[src/rtl/gray_tracker.sv]
// Tracks a 3-bit reflected Gray code input, reporting its binary value, step direction,
// wrap pulses, a floored/saturating net wrap count and a sticky illegal-step flag.
module gray_tracker #(
  parameter int WRAP_W = 8
) (
  input  logic              Clk,
  input  logic              Reset,
  input  logic              En,
  input  logic [2:0]        GrayIn,
  input  logic              Clear,
  output logic [2:0]        Output,
  output logic              Dir,
  output logic              Overflow,
  output logic              Underflow,
  output logic [WRAP_W-1:0] WrapCnt,
  output logic              Error
);

  typedef enum logic [1:0] {IDLE, TRACK, ERR} state_t;

  localparam logic [WRAP_W-1:0] WRAP_MAX = {WRAP_W{1'b1}};

  state_t            state_q, state_d;
  logic [2:0]        out_q, out_d;
  logic              dir_q, dir_d;
  logic              ovf_q, ovf_d;
  logic              unf_q, unf_d;
  logic [WRAP_W-1:0] wrap_q, wrap_d;
  logic              err_q, err_d;
  logic [2:0]        bin;
  logic [2:0]        step;

  function automatic logic [2:0] gray2bin(input logic [2:0] g);
    logic [2:0] b;
    b[2] = g[2];
    b[1] = b[2] ^ g[1];
    b[0] = b[1] ^ g[0];
    return b;
  endfunction

  assign bin  = gray2bin(GrayIn);
  // Modulo-8 distance from the current position; only +1 and -1 are legal moves.
  assign step = bin - out_q;

  always_comb begin
    state_d = state_q;
    out_d   = out_q;
    dir_d   = dir_q;
    ovf_d   = 1'b0;
    unf_d   = 1'b0;
    wrap_d  = wrap_q;
    err_d   = err_q;
    if (Clear) begin
      state_d = IDLE;
      out_d   = 3'd0;
      dir_d   = 1'b1;
      wrap_d  = '0;
      err_d   = 1'b0;
    end else if (En) begin
      case (state_q)
        IDLE: begin
          out_d   = bin;
          state_d = TRACK;
        end
        TRACK: begin
          case (step)
            3'd0: ;
            3'd1: begin
              out_d = bin;
              dir_d = 1'b1;
              if (out_q == 3'd7) begin
                ovf_d = 1'b1;
                if (wrap_q != WRAP_MAX) wrap_d = wrap_q + WRAP_W'(1);
              end
            end
            3'd7: begin
              out_d = bin;
              dir_d = 1'b0;
              if (out_q == 3'd0) begin
                unf_d = 1'b1;
                if (wrap_q != '0) wrap_d = wrap_q - WRAP_W'(1);
              end
            end
            default: begin
              err_d   = 1'b1;
              state_d = ERR;
            end
          endcase
        end
        default: ;
      endcase
    end
  end

  always_ff @(posedge Clk or posedge Reset) begin
    if (Reset) begin
      state_q <= IDLE;
      out_q   <= 3'd0;
      dir_q   <= 1'b1;
      ovf_q   <= 1'b0;
      unf_q   <= 1'b0;
      wrap_q  <= '0;
      err_q   <= 1'b0;
    end else begin
      state_q <= state_d;
      out_q   <= out_d;
      dir_q   <= dir_d;
      ovf_q   <= ovf_d;
      unf_q   <= unf_d;
      wrap_q  <= wrap_d;
      err_q   <= err_d;
    end
  end

  assign Output    = out_q;
  assign Dir       = dir_q;
  assign Overflow  = ovf_q;
  assign Underflow = unf_q;
  assign WrapCnt   = wrap_q;
  assign Error     = err_q;

endmodule
[config.mk]
export PLATFORM = sky130hd
export DESIGN_NAME = gray_tracker
export DESIGN_NICKNAME = d
export VERILOG_FILES = /design/src/rtl/gray_tracker.sv
export SDC_FILE = /design/constraint.sdc
export NUM_CORES = 1
export LEC_CHECK = 0
export CORE_MARGIN = 8
export CORE_UTILIZATION = 52
export CTS_CLUSTER_DIAMETER = 120
export DETAILED_ROUTE_END_ITERATION = 7
export HOLD_SLACK_MARGIN = 0.05
export PLACE_DENSITY = 0.79
export SLEW_MARGIN = 20
export SYNTH_ARGS = -nofsm -noshare
export SYNTH_HDL_FRONTEND = slang
export SYNTH_SLANG_ARGS = --single-unit
[constraint.sdc]
create_clock -name Clk -period 3.46 [get_ports Clk]
set_input_delay 0.346 -clock Clk [delete_from_list [all_inputs] [get_ports Clk]]
set_output_delay 0.346 -clock Clk [all_outputs]
set_load 0.005 [all_outputs]
# Yosys cells after proc, flatten, opt, wreduce, memory -nomap -nowiden
# Index checks and enable logic that the tools add are counted.
# W data, S select, Z words.
# word_totals
input_bits	7
ff_bits	17
output_inout_bits	15
elab_cells	73
# op_classes
muxes	34
bitwise	2
add_sub_neg	3
eq_ne	12
n_reduce_logical	15
# op_table
cell	count
$mux W8	7
$ne A3 B3 Y1 const B	6
$mux W1	17
$pmux W8 S2	1
$reduce_and A3 Y1	4
$mux W3	3
$add A8 B1 Y8 const B	1
$ne A8 B8 Y1 const B	1
$reduce_bool A8 Y1	1
$sub A8 B1 Y8 const B	1
$reduce_and A7 Y1	1
$eq A3 B3 Y1 const B	2
$logic_not A3 Y1	2
$mux W2	3
$pmux W3 S2	1
$reduce_bool A3 Y1	2
$pmux W2 S2	1
$reduce_bool A2 Y1	2
$eq A3 B1 Y1 const B	1
$reduce_or A3 Y1	1
$sub A3 B3 Y3	1
$eq A2 B1 Y1 const B	1
$logic_not A2 Y1	1
$ne A2 B1 Y1 const B	1
3 further kinds	4

# Logic depth before layout (Yosys ltp)
# depth
ltp_word	9
mapped_depth	14

# Least setup slack after synthesis
# No wires, ideal clock.
# synth_timing
kind	in2reg
startpoint	input port GrayIn[1]
endpoint	register wrap_q[7], in the netlist WrapCnt[7]
n_path_buf	0
arrival_time_ns	3.213
path_stages	13
required_ns	3.334
slack_ns	0.121
setup_ns	0.126
path_cell_list	xnor2_1 -> xor2_1 -> ha_1 -> fa_1 -> nor2_1 -> nand2_2 -> clkinv_2 -> ha_1 -> a41oi_2 -> a311oi_2 -> nor2_1 -> xnor2_1 -> a221o_1
# synth_via
elab_chain_len	8
word_cells_on_any_way	15
classes_between	add/sub (1); eq/ne (6); mux (4); bitwise (2); reduce/logical (2)
# synth_rtl
item	line	rtl
start, declared	9	input logic [2:0] GrayIn,
$xor A1 B1 Y1 *	36	b[1] = b[2] ^ g[1];
$xor A1 B1 Y1	37	b[0] = b[1] ^ g[0];
$sub A3 B3 Y3 *	43	assign step = bin - out_q;
$eq A3 B3 Y1 or $eq A3 B1 Y1 (tied branches)	66	case (step)
$pmux W8 S2	66	
$mux W8	60	case (state_q)
$mux W8	59	end else if (En) begin
$mux W8	53	if (Clear) begin
end signal, assigned	110	wrap_q <= wrap_d;
end, declared	28	logic [WRAP_W-1:0] wrap_q, wrap_d;
# Mark *: on every way between the ends. The rest lies on a longest branch, timed or not. The select of a mux whose other input is x is not followed.
# A chain may end at the register's enable or synchronous reset.

# Worst setup path after layout
# layout_timing
startpoint	input port GrayIn[0]
endpoint	register wrap_q[7], in the netlist WrapCnt[7]
# layout_via
elab_chain_len	7
word_cells_on_any_way	14
classes_between	add/sub (1); eq/ne (6); mux (4); bitwise (1); reduce/logical (2)
# layout_rtl
item	line
$xor A1 B1 Y1 *	37
$sub A3 B3 Y3 *	43
$eq A3 B3 Y1 or $eq A3 B1 Y1 (tied branches)	66
$pmux W8 S2	66
$mux W8	60
$mux W8	59
$mux W8	53
# Marks and branches as above.

==> results.cfg <==
[timing]
setup_viol = 0
whs_ns = 0.4336
relSlewSlack = 0.5141
clock_skew_ns = 0.004836
fin_crit_sh = 0.9364
fmax_mhz = 308.6
hold_violations = 0
worst_pin_slew_ns = 0.7265
postLayoutSetupSlackWorst_ns = 0.2200
rsz0062_at_grt = false
maxSlewViolCount = 0
fin_crit_ns = 3.240

[place]
hpwl_um = 2401
placement.io_buffers = 21
dpl_worst_slack_ns = -0.2880
place.gp.congestion = 0.8759

[setup_path]
critPathKind = input pin to flop
path_buf_inv = 2
reg2reg_from = Output[0]$_DFFE_PP0P_
required_ns = 3.64
critPathMaxFanout = 6
cp_cell_sequence = clkdlybuf4s50_1 > xor2_1 > ha_1 > fa_2 > xor3_2 > nand2_4 > inv_4 > ha_4 > a41oi_4 > a311oi_2 > nor2_1 > xnor2_1 > a221o_1
slowest_stage = xor3_2
cp_top_family = adder cells
cp-start-kind = input pin
max_stage_delay_ns = 0.43
reg2reg_slack_ns = 0.38
ff2ff_path_depth = 11
worstPathArrival_ns = 3.42
worst_r2r_endpoint = WrapCnt[7]$_DFFE_PP0P_
critical_path.endpoint_type = flop

[power]
vdd_drop_max_mv = 0.4403
powerDensity_nw_per_um2 = 663.8
leakage_nw = 0.7600

[yosys]
synth.area.top_cells = dfrtp_1 32%, ha_1 6.9%, xnor2_1 5.5%, nand2_1 3.8%, a21oi_1 3.2%
syn_area_per_cell_um2 = 9.621
ys_seq_area_frac = 0.3360
ys_async_sr_fraction = 1.000
synth_top_area_cell = dfrtp_1
synth_warnings = 0
syn-num-nets = 147
synth-adder-area-share = 0.08473
post_synth_xor_area_fraction = 0.1074
synth-edff-count = 0
yosysMostFrequentCell = dfrtp_1
synth_compound_area_frac = 0.2108
synth.distinct_cells = 46
synth_area_um2 = 1270
synth_top_family_by_area = compound AO/OA/AOI/OAI gates
synth.area.mux_share = 0.01773
ys_seq_elements = 17
syn_inst = 132
synth-simple-area-share = 0.1961
synth-main-ff-cell = dfrtp_1
synth_common_cells = 16 x dfrtp_1, 13 x nand2_1, 10 x nor2_1, 8 x a21oi_1, 8 x xnor2_1
synth_top_area_share = 0.3153

[cts]
clock_latency_ns = 0.29
cts_tree = built
clockRootBuffer = clkbuf_4
cts_buffer_depth = 2
path_clk_slew_ns = 0.11
cts_buffers = 3
cts_max_level = 1
cts.sinks = 17

[global_routing]
overflow = 0
antenna_found_initial = 0
grt_first_pass_wirelength_um = 5216
grt_pass1_vias = 1131
grt_max_degree = 20
grtUsageTotal = 0.1489

[drt]
first_pass_iters = 4
ant_nets = 0
drc = 0
vias = 1156
drtIter0Drc = 75
wl_per_cell_um = 16.02
viasPerCell = 5.723
totalWireLength_um = 3236

[floorplanning]
die-area_um2 = 4280
core_area_um2 = 2387
rows = 18
die_w_um = 65.42
die_h_um = 65.42
io_pins = 22
start_util = 0.5320

[hold_path]
hp-class = input pin to asynchronous set/reset pin

[layout]
diodes = 0
final_nets = 188
post-route-util = 0.7170
drive_above_1_share = 0.2733
area_growth_pct = 34.78

[status]
status = complete, no violations

[run]
maxCapViolCount = 0
final cells by class:
type                            instances  area [um2]
Inverter                                7       28.78
Fill cell                             181       675.6
Multi-Input combinational cell        104       833.3
Sequential cell                        17       426.7
Clock inverter                          1       5.005
Tap cell                               30       37.54
Clock buffer                            3       22.52
Timing Repair Buffer                   40       357.8
metrics by stage:
step | total power [mW] | instances | instance area [um2] | setup TNS (ns)
2_1_floorplan | 0.6949 | 132 | 1270 | 0
3_3_place_gp | 0.9539 | 197 | 1620 | -0.4231
6_report | 1.136 | 202 | 1712 | 0
3_5_place_dp | 0.9721 | 197 | 1620 | -0.6889
5_1_grt | 1.226 | 202 | 1712 | 0
4_1_cts | 1.083 | 201 | 1648 | 0
sequential cells by signal, indices dropped and copies added, names as in the netlist:
name / count
Dir: 1
Error: 1
Output: 3
Overflow: 1
Underflow: 1
WrapCnt: 8
state_q: 2
cells by family after synthesis:
| group | count (synthesis) |
|---|---|
| AOI/OAI and AO/OA | 34 |
| and+or+nand+nor | 48 |
| xor gates and xnor gates | 12 |
| muxes | 2 |
| buffers and inverters | 11 |
| adders and majority gates | 8 |
| DFF | 17 |
worst reg2reg max path: stages, from the launching register on:
cell      delay (ns)
dfrtp_1         0.45
ha_1            0.24
fa_2            0.35
xor3_2          0.43
nand2_4         0.10
inv_4           0.06
ha_4            0.28
a41oi_4         0.12
a311oi_2        0.37
nor2_1          0.12
xnor2_1         0.14
a221o_1         0.31
layout by cell type (no fill, tap or decap), types with 2 or more instances in the layout:
cell type        Yosys  layout
buf_4                0      19
mux2_2               2       2
or4_1                2       2
nand4_1              3       3
o21ai_0              4       4
a21oi_1              8       8
clkbuf_4             0       3
nor4_1               3       2
nor3_1               2       2
nor2b_1              3       3
ha_1                 7       5
a41oi_1              2       2
nand3_1              4       4
clkdlybuf4s50_1      0      19
nor2_1              10       9
dfrtp_1             16      16
xor2_1               2       2
nand2_1             13      13
dlymetal6s2s_1       0       2
o31ai_1              5       5
or2_2                2       2
o21ai_1              2       2
inv_1                6       6
xnor2_1              8       7
timing repair:
item / 4_1_cts / 5_1_grt
setup buffers: 0 / 1
pin swaps: 1 / 8
resized for setup: 0 / 11
hold buffers: 0 / 0
endpoints found under the setup margin: 1 / 4
report_power, final:
group | switching, mW | total (mW) | internal [mW]
logic | 0.304 | 0.686 | 0.382
registers | 0.0893 | 0.341 | 0.252
clock network | 0.0662 | 0.109 | 0.0430
total | 0.460 | 1.14 | 0.676
worst max path at each step:
| stage | startpoint | endpoint | cells after the start |
|---|---|---|---|
| final | GrayIn[0] | WrapCnt[7]$_DFFE_PP0P_ | 13 |
| after global routing | GrayIn[0] | WrapCnt[7]$_DFFE_PP0P_ | 13 |
| after CTS | GrayIn[2] | WrapCnt[7]$_DFFE_PP0P_ | 14 |
| after detailed placement | GrayIn[2] | WrapCnt[7]$_DFFE_PP0P_ | 14 |
| after global placement | GrayIn[2] | WrapCnt[6]$_DFFE_PP0P_ | 16 |
| after floorplan | GrayIn[1] | WrapCnt[7]$_DFFE_PP0P_ | 13 |
per-layer routing:
layer	global-route usage	vias up	part of all wire
met1	0.1767	556	0.43
met2	0.2669	32	0.51
met5	0	-	0
met4	0.03270	0	0.0025
met3	0.03231	2	0.056
li1	-	566	-
Power figures use the tool's default switching activity.
